--- src/rtl/mmio_regbank.sv ---
// mmio_regbank: CPU-facing register bank front end.
//   Accepts CPU accesses on a req/ack handshake, answers reads at once (live core value or
//   open-bus), and queues every access so it can be replayed to the core as a one-cycle
//   read/write strobe on the next `tick`.
// Ports:
//   clk, reset (sync, active-high), tick (core clock enable)
//   memaddr/memwdata/memwr/memreq -> CPU request; memack/memrdata <- one-cycle response
//   rdsrc    : live read values from the core, field i = address i
//   regwdata/wrstb/rdstb/wphase : replayed strobe towards the core
//   shadow   : locally held shadow registers (non-shadowed fields read 0)
//   qfull    : pending-access queue full
module mmio_regbank #(
  parameter int unsigned         AW         = 3,
  parameter int unsigned         DW         = 8,
  parameter int unsigned         DEPTH      = 2,
  parameter logic [2**AW-1:0]    LATCHMASK  = 8'b0110_0000,
  parameter int unsigned         CLRADDR    = 2,
  parameter logic [2**AW-1:0]    RDMASK     = 8'b1001_0100,
  parameter logic [2**AW-1:0]    SHADOWMASK = 8'b0000_0011
) (
  input  logic                   clk,
  input  logic                   reset,
  input  logic                   tick,
  input  logic [AW-1:0]          memaddr,
  input  logic [DW-1:0]          memwdata,
  input  logic                   memwr,
  input  logic                   memreq,
  output logic                   memack,
  output logic [DW-1:0]          memrdata,
  input  logic [(2**AW)*DW-1:0]  rdsrc,
  output logic [DW-1:0]          regwdata,
  output logic [2**AW-1:0]       wrstb,
  output logic [2**AW-1:0]       rdstb,
  output logic                   wphase,
  output logic [(2**AW)*DW-1:0]  shadow,
  output logic                   qfull
);

  localparam int unsigned NREG = 2**AW;
  localparam int unsigned PW   = (DEPTH > 1) ? $clog2(DEPTH) : 1;
  localparam int unsigned CW   = $clog2(DEPTH + 1);

  typedef struct packed {
    logic          wr;
    logic [AW-1:0] addr;
    logic [DW-1:0] data;
    logic          ph;
  } entry_t;

  entry_t              fifo_q [DEPTH];
  entry_t              fifo_d [DEPTH];
  logic [PW-1:0]       wptr_q, wptr_d, rptr_q, rptr_d;
  logic [CW-1:0]       cnt_q, cnt_d;
  logic                memreq0_q, pend_q, pend_d, w_q, w_d;
  logic [DW-1:0]       obus_q, obus_d;
  logic                memack_q, memack_d;
  logic [DW-1:0]       memrdata_q, memrdata_d;
  logic [DW-1:0]       regwdata_q, regwdata_d;
  logic [NREG-1:0]     wrstb_q, wrstb_d, rdstb_q, rdstb_d;
  logic                wphase_q, wphase_d;
  logic [NREG*DW-1:0]  shadow_q, shadow_d;

  logic    req_edge, full, pop, accept;
  logic [DW-1:0] rd_live;
  entry_t  push_e, head_e;

  always_comb begin
    req_edge = memreq & ~memreq0_q;
    full     = (cnt_q == CW'(DEPTH));
    pop      = tick & (cnt_q != '0);
    // A pop in the same cycle frees a slot, so a full queue can still accept.
    accept   = (pend_q | req_edge) & (~full | pop);

    rd_live = obus_q;
    for (int i = 0; i < NREG; i++) begin
      if (memaddr == AW'(i) && RDMASK[i]) rd_live = rdsrc[i*DW +: DW];
    end

    push_e.wr   = memwr;
    push_e.addr = memaddr;
    push_e.data = memwdata;
    push_e.ph   = memwr & LATCHMASK[memaddr] & w_q;
    head_e      = fifo_q[rptr_q];

    fifo_d     = fifo_q;
    wptr_d     = wptr_q;
    rptr_d     = rptr_q;
    pend_d     = pend_q;
    w_d        = w_q;
    obus_d     = obus_q;
    memack_d   = accept;
    memrdata_d = memrdata_q;
    regwdata_d = regwdata_q;
    wphase_d   = wphase_q;
    wrstb_d    = '0;
    rdstb_d    = '0;

    if (accept) begin
      pend_d         = 1'b0;
      fifo_d[wptr_q] = push_e;
      wptr_d         = (wptr_q == PW'(DEPTH - 1)) ? '0 : wptr_q + 1'b1;
      if (memwr) begin
        obus_d = memwdata;
        if (LATCHMASK[memaddr]) w_d = ~w_q;
      end else begin
        memrdata_d = rd_live;
        obus_d     = rd_live;
        if (memaddr == AW'(CLRADDR)) w_d = 1'b0;
      end
    end else if (req_edge) begin
      pend_d = 1'b1;
    end

    if (pop) begin
      rptr_d     = (rptr_q == PW'(DEPTH - 1)) ? '0 : rptr_q + 1'b1;
      regwdata_d = head_e.data;
      wphase_d   = head_e.ph;
      if (head_e.wr) wrstb_d[head_e.addr] = 1'b1;
      else           rdstb_d[head_e.addr] = 1'b1;
    end

    unique case ({accept, pop})
      2'b10:   cnt_d = cnt_q + CW'(1);
      2'b01:   cnt_d = cnt_q - CW'(1);
      default: cnt_d = cnt_q;
    endcase

    // Shadow captures the data of the strobe currently presented to the core.
    shadow_d = shadow_q;
    for (int i = 0; i < NREG; i++) begin
      if (!SHADOWMASK[i])                shadow_d[i*DW +: DW] = '0;
      else if (wrstb_q[i]) shadow_d[i*DW +: DW] = regwdata_q;
    end
  end

  always_ff @(posedge clk) begin
    if (reset) begin
      for (int i = 0; i < DEPTH; i++) fifo_q[i] <= '0;
      wptr_q     <= '0;
      rptr_q     <= '0;
      cnt_q      <= '0;
      memreq0_q  <= 1'b0;
      pend_q     <= 1'b0;
      w_q        <= 1'b0;
      obus_q     <= '0;
      memack_q   <= 1'b0;
      memrdata_q <= '0;
      regwdata_q <= '0;
      wrstb_q    <= '0;
      rdstb_q    <= '0;
      wphase_q   <= 1'b0;
      shadow_q   <= '0;
    end else begin
      fifo_q     <= fifo_d;
      wptr_q     <= wptr_d;
      rptr_q     <= rptr_d;
      cnt_q      <= cnt_d;
      memreq0_q  <= memreq;
      pend_q     <= pend_d;
      w_q        <= w_d;
      obus_q     <= obus_d;
      memack_q   <= memack_d;
      memrdata_q <= memrdata_d;
      regwdata_q <= regwdata_d;
      wrstb_q    <= wrstb_d;
      rdstb_q    <= rdstb_d;
      wphase_q   <= wphase_d;
      shadow_q   <= shadow_d;
    end
  end

  assign memack   = memack_q;
  assign memrdata = memrdata_q;
  assign regwdata = regwdata_q;
  assign wrstb    = wrstb_q;
  assign rdstb    = rdstb_q;
  assign wphase   = wphase_q;
  assign shadow   = shadow_q;
  assign qfull    = full;

endmodule

--- config.mk ---
export PLATFORM = sky130hd
export DESIGN_NAME = mmio_regbank
export DESIGN_NICKNAME = d
export VERILOG_FILES = /design/src/rtl/mmio_regbank.sv
export SDC_FILE = /design/constraint.sdc
export NUM_CORES = 1
export LEC_CHECK = 0
export ABC_AREA = 1
export BUFFER_PORTS_ARGS = -buffer_cell sky130_fd_sc_hd__buf_4
export CAP_MARGIN = 20
export CELL_PAD_IN_SITES_DETAIL_PLACEMENT = 1
export CELL_PAD_IN_SITES_GLOBAL_PLACEMENT = 2
export CORE_ASPECT_RATIO = 1.75
export CORE_MARGIN = 2
export CORE_UTILIZATION = 26
export CTS_BUF_LIST = sky130_fd_sc_hd__clkbuf_16
export CTS_CLUSTER_DIAMETER = 30
export CTS_CLUSTER_SIZE = 8
export DETAILED_ROUTE_END_ITERATION = 8
export PLACE_DENSITY = 0.82
export SLEW_MARGIN = 25
export SYNTH_ARGS = -nofsm -noshare
export SYNTH_HDL_FRONTEND = slang
export SYNTH_SLANG_ARGS = --single-unit
--- constraint.sdc ---
create_clock -name clk -period 4.1 [get_ports clk]
set_input_delay 0.82 -clock clk [delete_from_list [all_inputs] [get_ports clk]]
set_output_delay 0.82 -clock clk [all_outputs]
set_load 0.005 [all_outputs]
Word level (Yosys, flattened, before mapping). Memory sizes are Yosys's and may differ from the RTL's. Cells that the tools add are included.

Register bits: 139. ROM bits: 8. Output and inout port bits: 99. Memories kept: 1.

Memory list: (name not given) (depth 8, bits a word 1, rd ports 1, clocked after memory_dff 0, write ports 0, line 104) `if (LATCHMASK[memaddr]) w_d = ~w_q;`.

Add/subtract/negate cells: 4. Order comparisons: 6. Eq/ne operators: 7. Multiplexer cells: 19. Bitwise logic cells: 15. Reduce and logical (&&, ||, !) cells: 10.

Operators with widths (count): 13-bit 2-to-1 mux (4); 8-bit 2-to-1 mux (4); 26-bit bitwise mux (1); 13-bit demux with 1-bit select (1); 3-bit by 4-bit less-than comparator with 1-bit output, second input constant (2); 1-bit 2-to-1 mux (7); 3-bit == test, second input constant (2); 1-bit NOT (6); 2-bit nonzero test (3); 3-bit OR reduction (2); 1-bit bitwise AND (5); 2-bit == test, second input constant (2); 2-bit greater-or-equal comparator, second input constant (2); 1-bit NOT with 2-bit output (2); 2-bit one-hot mux with 2 select lines (1); 1-bit demux with 3-bit select (1); 3-bit by 2-bit == test with 1-bit output, second input constant (1); 3-bit by 1-bit greater-or-equal comparator with 1-bit output, second input constant (1); 3-bit AND reduction (1); 1-bit adder, second input constant (2); 2-bit by 1-bit adder with 2-bit output, second input constant (1); 2-bit by 1-bit == test with 1-bit output, second input constant (1); 1-bit logical AND (2); 2-bit by 1-bit less-than comparator with 1-bit output, second input constant (1); 5 further kinds (6).

Longest topological paths before layout.
Depth after elaboration: 8. Depth in mapped cells: 10. Mapped depth without buffers: 9.

Least setup slack after synthesis. No wires, ideal clock.

Path kind: input -> register. From: input tick. To: register cnt_q[1]. Setup time: 0.122 ns. Arrival: 2.024 ns. Setup slack: 1.954 ns. Cell stages on the path: 9. Cell sequence: o21ai_0 inv_1 buf_2 buf_6 ha_1 a21oi_1 o21ai_0 o21ai_0 a21oi_1.

Word-level cells in the longest chain between the ends: 5. Elaborated cells on any way between the ends: 7. Classes of those cells: eq/ne: 2; mux: 1; bitwise: 3; reduce/logical: 1.

Ends and longest elaborated chain: start, declared (line 23) `input logic tick,`; 1-bit bitwise AND * (line 70) `pop = tick & (cnt_q != '0);`; named net pop (line 63) `logic req_edge, full, pop, accept;`; 1-bit bitwise OR (line 72) `accept = (pend_q | req_edge) & (~full | pop);`; 1-bit bitwise AND (line 72); 2-bit by 1-bit == test with 1-bit output or 2-bit == test (tied branches) (line 122) `unique case ({accept, pop})`; 2-bit one-hot mux with 2 select lines or 2-bit nonzero test (tied branches); end signal, assigned (line 157) `cnt_q <= cnt_d;`; end, declared (line 53) `logic [CW-1:0] cnt_q, cnt_d;`.

Mark *: on every way through the listed nets, which the timed path passes. The rest lies on a longest branch. A chain may end at the register's enable or synchronous reset.

Worst setup path in the final report.
From: register cnt_q[0]. To: register cnt_q[1].

Word-level cells in the longest chain between the ends: 6. Elaborated cells on any way between the ends: 12. Classes of those cells: add/sub: 2; eq/ne: 3; mux: 1; bitwise: 4; reduce/logical: 2.

Ends and longest elaborated chain (line): 2-bit nonzero test or 2-bit == test (tied branches) (70, 69); 1-bit bitwise AND or 1-bit NOT (tied branches) (70, 72); 1-bit bitwise OR (72); 1-bit bitwise AND (72); 2-bit by 1-bit == test with 1-bit output or 2-bit == test (tied branches) (122); 2-bit one-hot mux with 2 select lines or 2-bit nonzero test (tied branches).

Parallel ways exist; a longest one is shown, timed or not.

==> impl_metrics.toml <==
[critical_path]
cp_max_fo = 20
required_ns = 4.32
slowest_stage = "o21ai_0"
start_kind = "flip-flop"
end_kind = "flip-flop"
crit_end = "cnt_q[1]"
crit_start = "cnt_q[0]"
r2r_start = "cnt_q[0]"
crit_top_cell = "o21ai_0"
rrSetupSlack_ns = 1.68
critical_path_arrival_ns = 2.64
worst-r2r-cell-count = 7
crit_type = "reg2reg"
critical-path-max-stage-delay_ns = 0.54
crit_path_cell_trace = "o21ai_0, inv_1, ha_1, a21oi_1, o21ai_0, o21ai_0, a21oi_1"
rr_endpoint = "cnt_q[1]"

[die]
io_pins = 179
initial_core_util_pct = 26.5
row_count = 60
placeableCoreArea_mm2 = 0.0154
dieWidth_um = 98.8
die_h_um = 170
dieArea_mm2 = 0.0168

[power_and_ir_drop]
leakage_nw = 2.44
peakVddDrop_mv = 0.169
power_density_mw_per_mm2 = 434

[global_route]
grt_pass1_vias = 3874
grt_max_degree = 38
grtUsageTotal_pct = 13.6
overflow = 0
grt_pass1_wl_um = 18600
antenna_found_initial = 0

[cts]
htree_levels = 3
postCtsHoldBufs = 0
cts_root_buffer = "clkbuf_16"
clk_path_buf_depth = 2
cts_buffers = 9
clk_pin_slew_ns = 0.07
worstSkewPairLatency_ns = 0.34
cts_resized = 0
clock-sinks = 91
post-cts-setup-buffer-count = 0
cts_tree = "built"

[place]
hpwl_um = 8680
numPortBuffers = 90
gp_congestion = 0.786
place_ws_ns = 1.31

[final_layout]
fill_cells = 1928
nNetsFinal = 733
final_common_cell = "nor2_1"
utilization_pct = 32.5
drive_gt1_share_pct = 18.2
n_antenna_cell = 0
area_growth_pct = 22.6
layout_common_cells = "nor2_1 (125), nand2_1 (110), buf_4 (92)"

[detailed_routing]
dr.pass1.iters = 4
drtIter0Drc = 89
vias = 3683
wl_um = 11200
wl_per_cell_um = 13.3
drc = 0
antenna_left = 0
vias_per_cell = 4.38

[sta]
totalNegativeSetupSlack_ns = 0
slew_violations = 0
hold_viol = 0
min_period_ns = 2.42
tightest_slew_ns = 0.904
final.setup.worst_slack_ns = 1.68
rsz0062_at_grt = "false"
max_freq_mhz = 413
maxSlewHeadroom_pct = 39.3
final.setup_skew_ns = 0.00637
setup_violations = 0
finalCritPeriodShare_pct = 59.0

[flow_run]
maxCapViolations = 0

[synth]
synth_top_family_by_area = "simple AND/OR/NAND/NOR gates"
synth_top_area_share_pct = 44.6
netlist_area_mm2 = 0.00409
synth_compound_area_share_pct = 11.9
synth_adder_area_share_pct = 1.23
synth.area.top_cells = "dfxtp_1 (45%), nor2_1 (11%), nand2_1 (10%), buf_4 (9.0%), o21ai_0 (7.1%)"
synth_simple_gate_area_share_pct = 26.9
ys_seq_area_share_pct = 44.6
synth_cell_types = 27
ys_ff_latch = 91
synth_top_area_cell = "dfxtp_1"
avgSynthCellArea_um2 = 7.17
synthXorXnorAreaFrac_pct = 0
netlist_instances = 570
yosys_warnings = 0
muxShareOfSynthArea_pct = 0

[min_path]
hold_path_class = "reg2reg"
worstHoldPathCells = 2

[outcome]
status = "finished clean"
[power breakdown]
part | internal, mW | leakage (nW) | total, mW | switching, mW
Clock | 0.470 | 0.144 | 0.812 | 0.342
Combinational | 0.139 | 1.55 | 0.358 | 0.219
Sequential | 0.952 | 0.742 | 1.00 | 0.0524
[worst max-delay path: cells and delay by family (launching register included)]
kind,cells,cell delay (ns)
DFF,1,0.35
AOI/OAI and AO/OA,5,1.02
adders and majority gates,1,0.45
buffers and inverters,1,0.48
[flip-flops by register name (all words and copies together) (netlist names)]
name and count:
cnt_q 2, fifo_q 26, memack 1, memrdata 8, memreq0_q 1, obus_q 8
pend_q 1, rdstb 8, regwdata 8, rptr_q 1, shadow 16, w_q 1
wphase 1, wptr_q 1, wrstb 8
[metrics by stage]
stage | hold slack (ns) | total power, mW | cells | instance area (µm²)
floorplan | 0.429 | 1.27 | 617 | 4260
global placement | 0.441 | 1.37 | 824 | 4710
detailed placement | 0.453 | 1.39 | 824 | 4710
CTS | 0.464 | 2.22 | 840 | 5010
global route | 0.486 | 2.30 | 840 | 5010
finish | 0.462 | 2.17 | 840 | 5010
[Yosys cell counts]
library cell / number
nand2_2: 1
conb_1: 1
nand3b_1: 8
nor2_1: 125
buf_1: 1
nand3_1: 17
nand3_2: 3
nor2_2: 2
o21ai_0: 58
clkbuf_1: 9
buf_6: 1
inv_1: 35
nor3_1: 1
o21ai_1: 1
buf_4: 49
or2_1: 2
a31oi_1: 9
dfxtp_1: 91
o21ai_2: 3
a21oi_1: 22
clkbuf_2: 2
clkinv_1: 2
buf_2: 9
nand2_1: 110
or2_2: 1
ha_1: 4
inv_2: 3
[metal layers]
metal  up-vias  track usage [%]  share of wire [%]  routed length (µm)
met4         0             5.30                1.7                 187
met2       112             26.4                 54                6060
met3        10             1.89                4.6                 510
met5         -                0                  0                   0
met1      1708             14.5                 40                4430
li1       1853                -                  -                   -
[cell type report]
| type | instances | area, µm² | share of cell area, % |
|---|---|---|---|
| Sequential cell | 91 | 1820 | 36.4 |
| Multi-Input combinational cell | 415 | 1820 | 36.3 |
| Timing Repair Buffer | 92 | 691 | 13.8 |
| Tap cell | 186 | 233 | 4.65 |
| Clock buffer | 9 | 225 | 4.50 |
| Inverter | 40 | 150 | 3.00 |
| Clock inverter | 7 | 68.8 | 1.37 |
[cell families after synthesis]
family / after synthesis
other: 1
AND/OR/NAND/NOR: 270
AO/OA/AOI/OAI: 93
adder cells (fa/ha/maj): 4
flip-flops: 91
buffers and inverters: 111
[worst min path at each step]
stage / start / end / slack [ns]
after floorplan: fifo_q[12] / fifo_q[12] / 0.43
after global placement: fifo_q[12] / fifo_q[12] / 0.44
after detailed placement: fifo_q[12] / fifo_q[12] / 0.45
after CTS: fifo_q[12] / fifo_q[12] / 0.46
after global routing: memrdata[7] / memrdata[7] / 0.49
final: fifo_q[12] / fifo_q[12] / 0.46
No activity file was read; power rests on OpenSTA's default activity.
